File: src/rtl/ex_ctrl_pkg.sv
// Shared EX-stage control definitions: op-kind codes, sequencer state encoding
// and a small elaboration-time helper.
package ex_ctrl_pkg;

    localparam logic [1:0] OPK_ALU  = 2'b00;
    localparam logic [1:0] OPK_MULT = 2'b01;
    localparam logic [1:0] OPK_DIV  = 2'b10;

    typedef enum logic [1:0] {
        ST_IDLE = 2'b00,
        ST_BUSY = 2'b01,
        ST_WB   = 2'b10
    } state_t;

    function automatic int max_int(input int a, input int b);
        if (a > b) begin
            return a;
        end else begin
            return b;
        end
    endfunction

endpackage

File: src/rtl/mdu_cycle_counter.sv
// Down-counter tracking remaining MDU busy cycles. Clear beats load beats
// decrement; it never decrements through zero, so it cannot wrap.
module mdu_cycle_counter #(
    parameter int W = 6
) (
    input  logic         clk,
    input  logic         rst,
    input  logic         load,
    input  logic [W-1:0] load_val,
    input  logic         dec,
    input  logic         clear,
    output logic         zero
);

    logic [W-1:0] cnt_r;

    // Counter register: clear, load, or guarded decrement.
    always_ff @(posedge clk) begin
        if (rst) begin
            cnt_r <= {W{1'b0}};
        end else if (clear) begin
            cnt_r <= {W{1'b0}};
        end else if (load) begin
            cnt_r <= load_val;
        end else if (dec && (cnt_r != {W{1'b0}})) begin
            cnt_r <= cnt_r - {{(W-1){1'b0}}, 1'b1};
        end else begin
            cnt_r <= cnt_r;
        end
    end

    assign zero = (cnt_r == {W{1'b0}});

endmodule

File: src/rtl/ex_mdu_sequencer.sv
// EX-stage multiply/divide sequencer. Accepts one MDU op at a time, holds the
// pipeline for the op's fixed latency and pulses the HI/LO write enable in the
// cycle after the MDU finishes. ALU ops pass straight through.
module ex_mdu_sequencer
    import ex_ctrl_pkg::*;
#(
    parameter int MULT_CYCLES = 4,
    parameter int DIV_CYCLES  = 32
) (
    input  logic       clk,
    input  logic       rst,
    input  logic       op_valid,
    input  logic [1:0] op_kind,
    input  logic       divisor_zero,
    input  logic       flush,
    output logic       stall,
    output logic       mdu_start,
    output logic       mdu_is_div,
    output logic       mdu_abort,
    output logic       hilo_we,
    output logic       busy,
    output logic       div_zero_err
);

    localparam int CNT_W = $clog2(max_int(MULT_CYCLES, DIV_CYCLES) + 1);
    localparam logic [CNT_W-1:0] MULT_LOAD = CNT_W'(MULT_CYCLES - 1);
    localparam logic [CNT_W-1:0] DIV_LOAD  = CNT_W'(DIV_CYCLES - 1);

    state_t           state_r;
    state_t           state_nxt_s;
    logic             is_mult_s;
    logic             is_div_s;
    logic             accept_s;
    logic             div_zero_hit_s;
    logic [CNT_W-1:0] load_val_s;
    logic             cnt_dec_s;
    logic             cnt_clear_s;
    logic             cnt_zero_s;
    logic             mdu_start_r;
    logic             mdu_is_div_r;
    logic             mdu_abort_r;
    logic             div_zero_err_r;

    // Op decode: what the ID/EX op would do if the sequencer could take it.
    always_comb begin
        is_mult_s      = op_valid & ~flush & (op_kind == OPK_MULT);
        is_div_s       = op_valid & ~flush & (op_kind == OPK_DIV);
        accept_s       = (state_r != ST_BUSY) & (is_mult_s | (is_div_s & ~divisor_zero));
        div_zero_hit_s = (state_r != ST_BUSY) & is_div_s & divisor_zero;
        if (op_kind == OPK_DIV) begin
            load_val_s = DIV_LOAD;
        end else begin
            load_val_s = MULT_LOAD;
        end
    end

    // Next-state logic and counter controls.
    always_comb begin
        state_nxt_s = state_r;
        cnt_dec_s   = 1'b0;
        cnt_clear_s = 1'b0;
        case (state_r)
            ST_IDLE: begin
                if (accept_s) begin
                    state_nxt_s = ST_BUSY;
                end else begin
                    state_nxt_s = ST_IDLE;
                end
            end
            ST_BUSY: begin
                if (flush) begin
                    state_nxt_s = ST_IDLE;
                    cnt_clear_s = 1'b1;
                end else if (cnt_zero_s) begin
                    state_nxt_s = ST_WB;
                end else begin
                    state_nxt_s = ST_BUSY;
                    cnt_dec_s   = 1'b1;
                end
            end
            ST_WB: begin
                if (accept_s) begin
                    state_nxt_s = ST_BUSY;
                end else begin
                    state_nxt_s = ST_IDLE;
                end
            end
            default: begin
                state_nxt_s = ST_IDLE;
            end
        endcase
    end

    // State register.
    always_ff @(posedge clk) begin
        if (rst) begin
            state_r <= ST_IDLE;
        end else begin
            state_r <= state_nxt_s;
        end
    end

    // Registered MDU handshakes and the sticky divide-by-zero flag.
    always_ff @(posedge clk) begin
        if (rst) begin
            mdu_start_r    <= 1'b0;
            mdu_is_div_r   <= 1'b0;
            mdu_abort_r    <= 1'b0;
            div_zero_err_r <= 1'b0;
        end else begin
            mdu_start_r <= accept_s;
            mdu_abort_r <= (state_r == ST_BUSY) & flush;
            if (accept_s) begin
                mdu_is_div_r <= (op_kind == OPK_DIV);
            end else if (state_nxt_s == ST_IDLE) begin
                mdu_is_div_r <= 1'b0;
            end else begin
                mdu_is_div_r <= mdu_is_div_r;
            end
            if (div_zero_hit_s) begin
                div_zero_err_r <= 1'b1;
            end else begin
                div_zero_err_r <= div_zero_err_r;
            end
        end
    end

    mdu_cycle_counter #(
        .W(CNT_W)
    ) u_cnt (
        .clk      (clk),
        .rst      (rst),
        .load     (accept_s),
        .load_val (load_val_s),
        .dec      (cnt_dec_s),
        .clear    (cnt_clear_s),
        .zero     (cnt_zero_s)
    );

    // Stall must cover the accepting cycle itself, so it is the one combinational output.
    assign stall        = (state_r == ST_BUSY) | accept_s;
    assign mdu_start    = mdu_start_r;
    assign mdu_is_div   = mdu_is_div_r;
    assign mdu_abort    = mdu_abort_r;
    assign hilo_we      = (state_r == ST_WB);
    assign busy         = (state_r != ST_IDLE);
    assign div_zero_err = div_zero_err_r;

endmodule

File: config.mk
export PLATFORM = sky130hd
export DESIGN_NAME = ex_mdu_sequencer
export DESIGN_NICKNAME = d
export VERILOG_FILES = /design/src/rtl/ex_ctrl_pkg.sv /design/src/rtl/mdu_cycle_counter.sv /design/src/rtl/ex_mdu_sequencer.sv
export SDC_FILE = /design/constraint.sdc
export NUM_CORES = 1
export LEC_CHECK = 0
export BUFFER_PORTS_ARGS = -buffer_cell sky130_fd_sc_hd__buf_4
export CAP_MARGIN = 20
export CORE_AREA = 2 2 39 41
export DETAILED_ROUTE_END_ITERATION = 8
export DIE_AREA = 0 0 41 43
export PLACE_DENSITY_LB_ADDON = 0.08
export SLEW_MARGIN = 40
export SYNTH_ARGS = -nofsm -noshare
export SYNTH_HDL_FRONTEND = slang
export SYNTH_SLANG_ARGS = --single-unit
File: constraint.sdc
create_clock -name clk -period 1.7 [get_ports clk]
set_input_delay 0.34 -clock clk [delete_from_list [all_inputs] [get_ports clk]]
set_output_delay 0.34 -clock clk [all_outputs]
set_load 0.01 [all_outputs]
==> results.txt <==
* Outcome: finished, final reports clean
* Synth top area share: 39.6%
- Final critical-path share of the clock period: 92.0%
* Critical path arrival: 1.77 ns
- Fraction of final layout cells sized beyond drive strength 1: 26.7%
- Along the worst path, the maximum fanout reaches 3.
* Area of the core: 0.00138 mm2
- Clock-pin slew of the registers on the worst-case setup and hold paths: 0.07 ns
* Syn Nets: 79
- Net switching component of the power: 140 uW
- The internal portion of the total power is 411 uW.
* Sum of overflow across all layers after global routing: 0
* Routed via count divided by cell count: 5.29
- Top achievable clock speed: 640 MHz
- Number of buffers on the longest clock path: 2
- Worst Hold Path Cells: 2
- Post-synth top cells: 12 x dfxtp_1, 7 x nor2_1, 6 x nand2_1
- Once detail routing completed, the nets flagged for antenna violations numbered 0.
- Slack of the worst reg-to-reg path: 0.14 ns
- Post-route worst setup slack: 0.136 ns
- Synthesis produced a netlist whose cell count is 70.
- Net switching share of the total power: 25.5%
- First-pass GRT wire length: 1960 um
- The floorplan step defined a die boundary enclosing 0.00176 mm2.
- Remaining max-slew budget at the tightest pin: 60.8%
- Final sum of negative setup slack: 0 ns
- Pwr dens: 736 mW/mm2
- Nets: 97
* Setup Buffers After CTS: 0
- Number of iterations in the first detailed-routing pass: 2
- The synthesized netlist contains 30 unique library cells.
- Number of cells upsized or downsized after cts: 0
* Cell types with the largest area share after synthesis: dfxtp_1 40%, nor2_1 4.3%, a21oi_1 4.1%
* Overall fraction of global-route tracks in use: 17.3%
- Library cell with the highest instance count after synthesis: dfxtp_1
* Number of buffers inserted for hold repair after clock tree synthesis: 0
- The initial utilization of the core area, before any placement, comes to 43.9%.
- For this run, the share of the core covered by cells in the final layout is 54.2%.
* Via count of the first global-routing pass: 486
- Average cell area after synthesis: 8.67 um2
- LEAKAGE: 0.311 nW
* Async set-or-reset flop fraction in the synthesized netlist: 0%
- Gate power share: 15.0%
- Setup WS pre-CTS: 0.0362 ns
* DRC marker count from the first detailed-route iteration: 1
* Number of hold-slack violations in the final timing report: 0
- Port Buffers: 13
- Shortest clock period the worst path allows after layout: 1.56 ns
- Entering global routing, the biggest net connects 8 pins.
- Class of the tightest hold or removal check: input port to flop
- Die Y: 43 um
* Growth of design area from synthesis to finish: 23.5%
- Between clock sinks in the finished design, the worst skew comes to 0.000480 ns.
- After detailed routing, the average wire length per cell comes to 11.8 um.
- At the worst endpoint, the required time is 1.90 ns.
- Per report_power, the sequential group accounts for 53.7% of the total.
- Kind of capture point of the worst setup path: flop
- From left edge to right edge, the die measures 41 um.
- CP startpoint kind: flop
* Post-synth EDFFs: 0
- The worst-case IR drop observed on VDD is 0.531 mV.
* Final Slew Violations: 0
- Cell chosen for the clock root: clkbuf_4
* Count of unresolved DRC violations after routing: 0
- Summing the sequential cell areas from Yosys gives 39.6% of the chip area.
* Std-Cell Rows: 14
- For this run, the leading register cell type out of synthesis is dfxtp_1.
* Max-cap check violation count: 0
- Setup violations remaining at the end of the flow were counted as 0.
- Wires add up to 1200 um.
- Number of antenna violations at the first check in global routing: 0
- 14 I/O pins were placed.
* Later-pin clock latency in the skew report: 0.27 ns
- TritonCTS built the clock tree.
- Warnings, synthesis: 0
- Buffers inserted during clock tree synthesis total 3.
* Actual slew at the worst max-slew pin: 0.587 ns
- Routability-driven placement finished with a final weighted congestion of 0.720.
- The clock network is responsible for 31.3% of the overall power.
- The worst register-to-register path has a depth of 6.
- Number of vias after detailed routing: 540
- Number of clock sinks seen by CTS: 12
* DP Wirelength: 928 um
- The largest total area in the synthesized netlist belongs to dfxtp_1.
* Synth Register Bits: 12
- Setup repair after global routing left no endpoint under its margin.
* Total inserted antenna cells: 0
* H-tree Lvls: 1
* Synthesized area: 607 um2
- The setup path with the least slack is of type flop to flop.
-- per-layer routing --
layer  up-vias  track usage (%)  wire length [um]
li1        284                -                 -
met1       243             21.2               607
met2         9             23.8               510
met3         4             6.28                48
met4         0             12.0                34
met5         -                0                 0
-- critical path, cell delays in order (launching register included) --
cell,delay [ns]
dfxtp_2,0.34
inv_1,0.06
ha_1,0.21
and2b_4,0.17
and2_1,0.17
or4_1,0.39
a31oi_1,0.16
-- layout make-up --
class | instances | area, um2
sequential | 12 | 243
multi-input combinational | 54 | 352
timing repair buffer | 13 | 97.6
clock buffer | 3 | 22.5
fill | 140 | 634
inverter | 4 | 15.0
tap | 16 | 20.0
-- cell families after synthesis --
group	Yosys count	synth area share, %
XOR/XNOR	3	4.33
adder cells (fa/ha/maj)	2	4.12
flip-flops	12	39.6
AND/OR/NAND/NOR	33	32.4
AO/OA/AOI/OAI	16	17.1
buffers and inverters	4	2.47
-- power groups by stage --
stage	clock network [mW]	registers, mW	logic [mW]
after floorplan	0	0.302	0.0513
after global placement	0	0.302	0.0829
after detailed placement	0	0.302	0.0834
after CTS	0.182	0.296	0.0834
after global routing	0.194	0.298	0.0928
final	0.173	0.296	0.0829
-- sequential cells by signal, indices dropped and copies added, names as in the netlist --
register,count
mdu_abort,1
u_cnt.cnt_r,6
mdu_is_div,1
div_zero_err,1
mdu_start,1
state_r,2
-- metrics by stage --
stage / area (um2) / power (mW) / hold WS (ns) / cells
2_1_floorplan: 607 / 0.353 / 0.409 / 70
3_3_place_gp: 724 / 0.385 / 0.446 / 99
3_5_place_dp: 724 / 0.386 / 0.457 / 99
4_1_cts: 747 / 0.561 / 0.269 / 102
5_1_grt: 749 / 0.584 / 0.269 / 102
6_report: 749 / 0.552 / 0.273 / 102
-- placed cells by master (no fill, tap or decap), drive strengths merged, types with 2 or more instances in the layout --
cell type and instances:
xor2 2, nand2b 2, nor2b 2, dfxtp 12, nor3 3, o21ai 2
clkbuf 3, nand2 7, o2111ai 2, ha 2, and2b 2, nor2 7
buf 13, inv 4, a31oi 2, a21oi 5, a21o 2, nor3b 3
-- worst paths after layout --
kind | start | to
setup / recovery | u_cnt.cnt_r[0] | u_cnt.cnt_r[3]
hold / removal | rst | mdu_is_div
setup reg to reg | u_cnt.cnt_r[0] | u_cnt.cnt_r[3]
hold reg to reg | mdu_is_div | mdu_is_div
(Power assumes the default switching activity.)
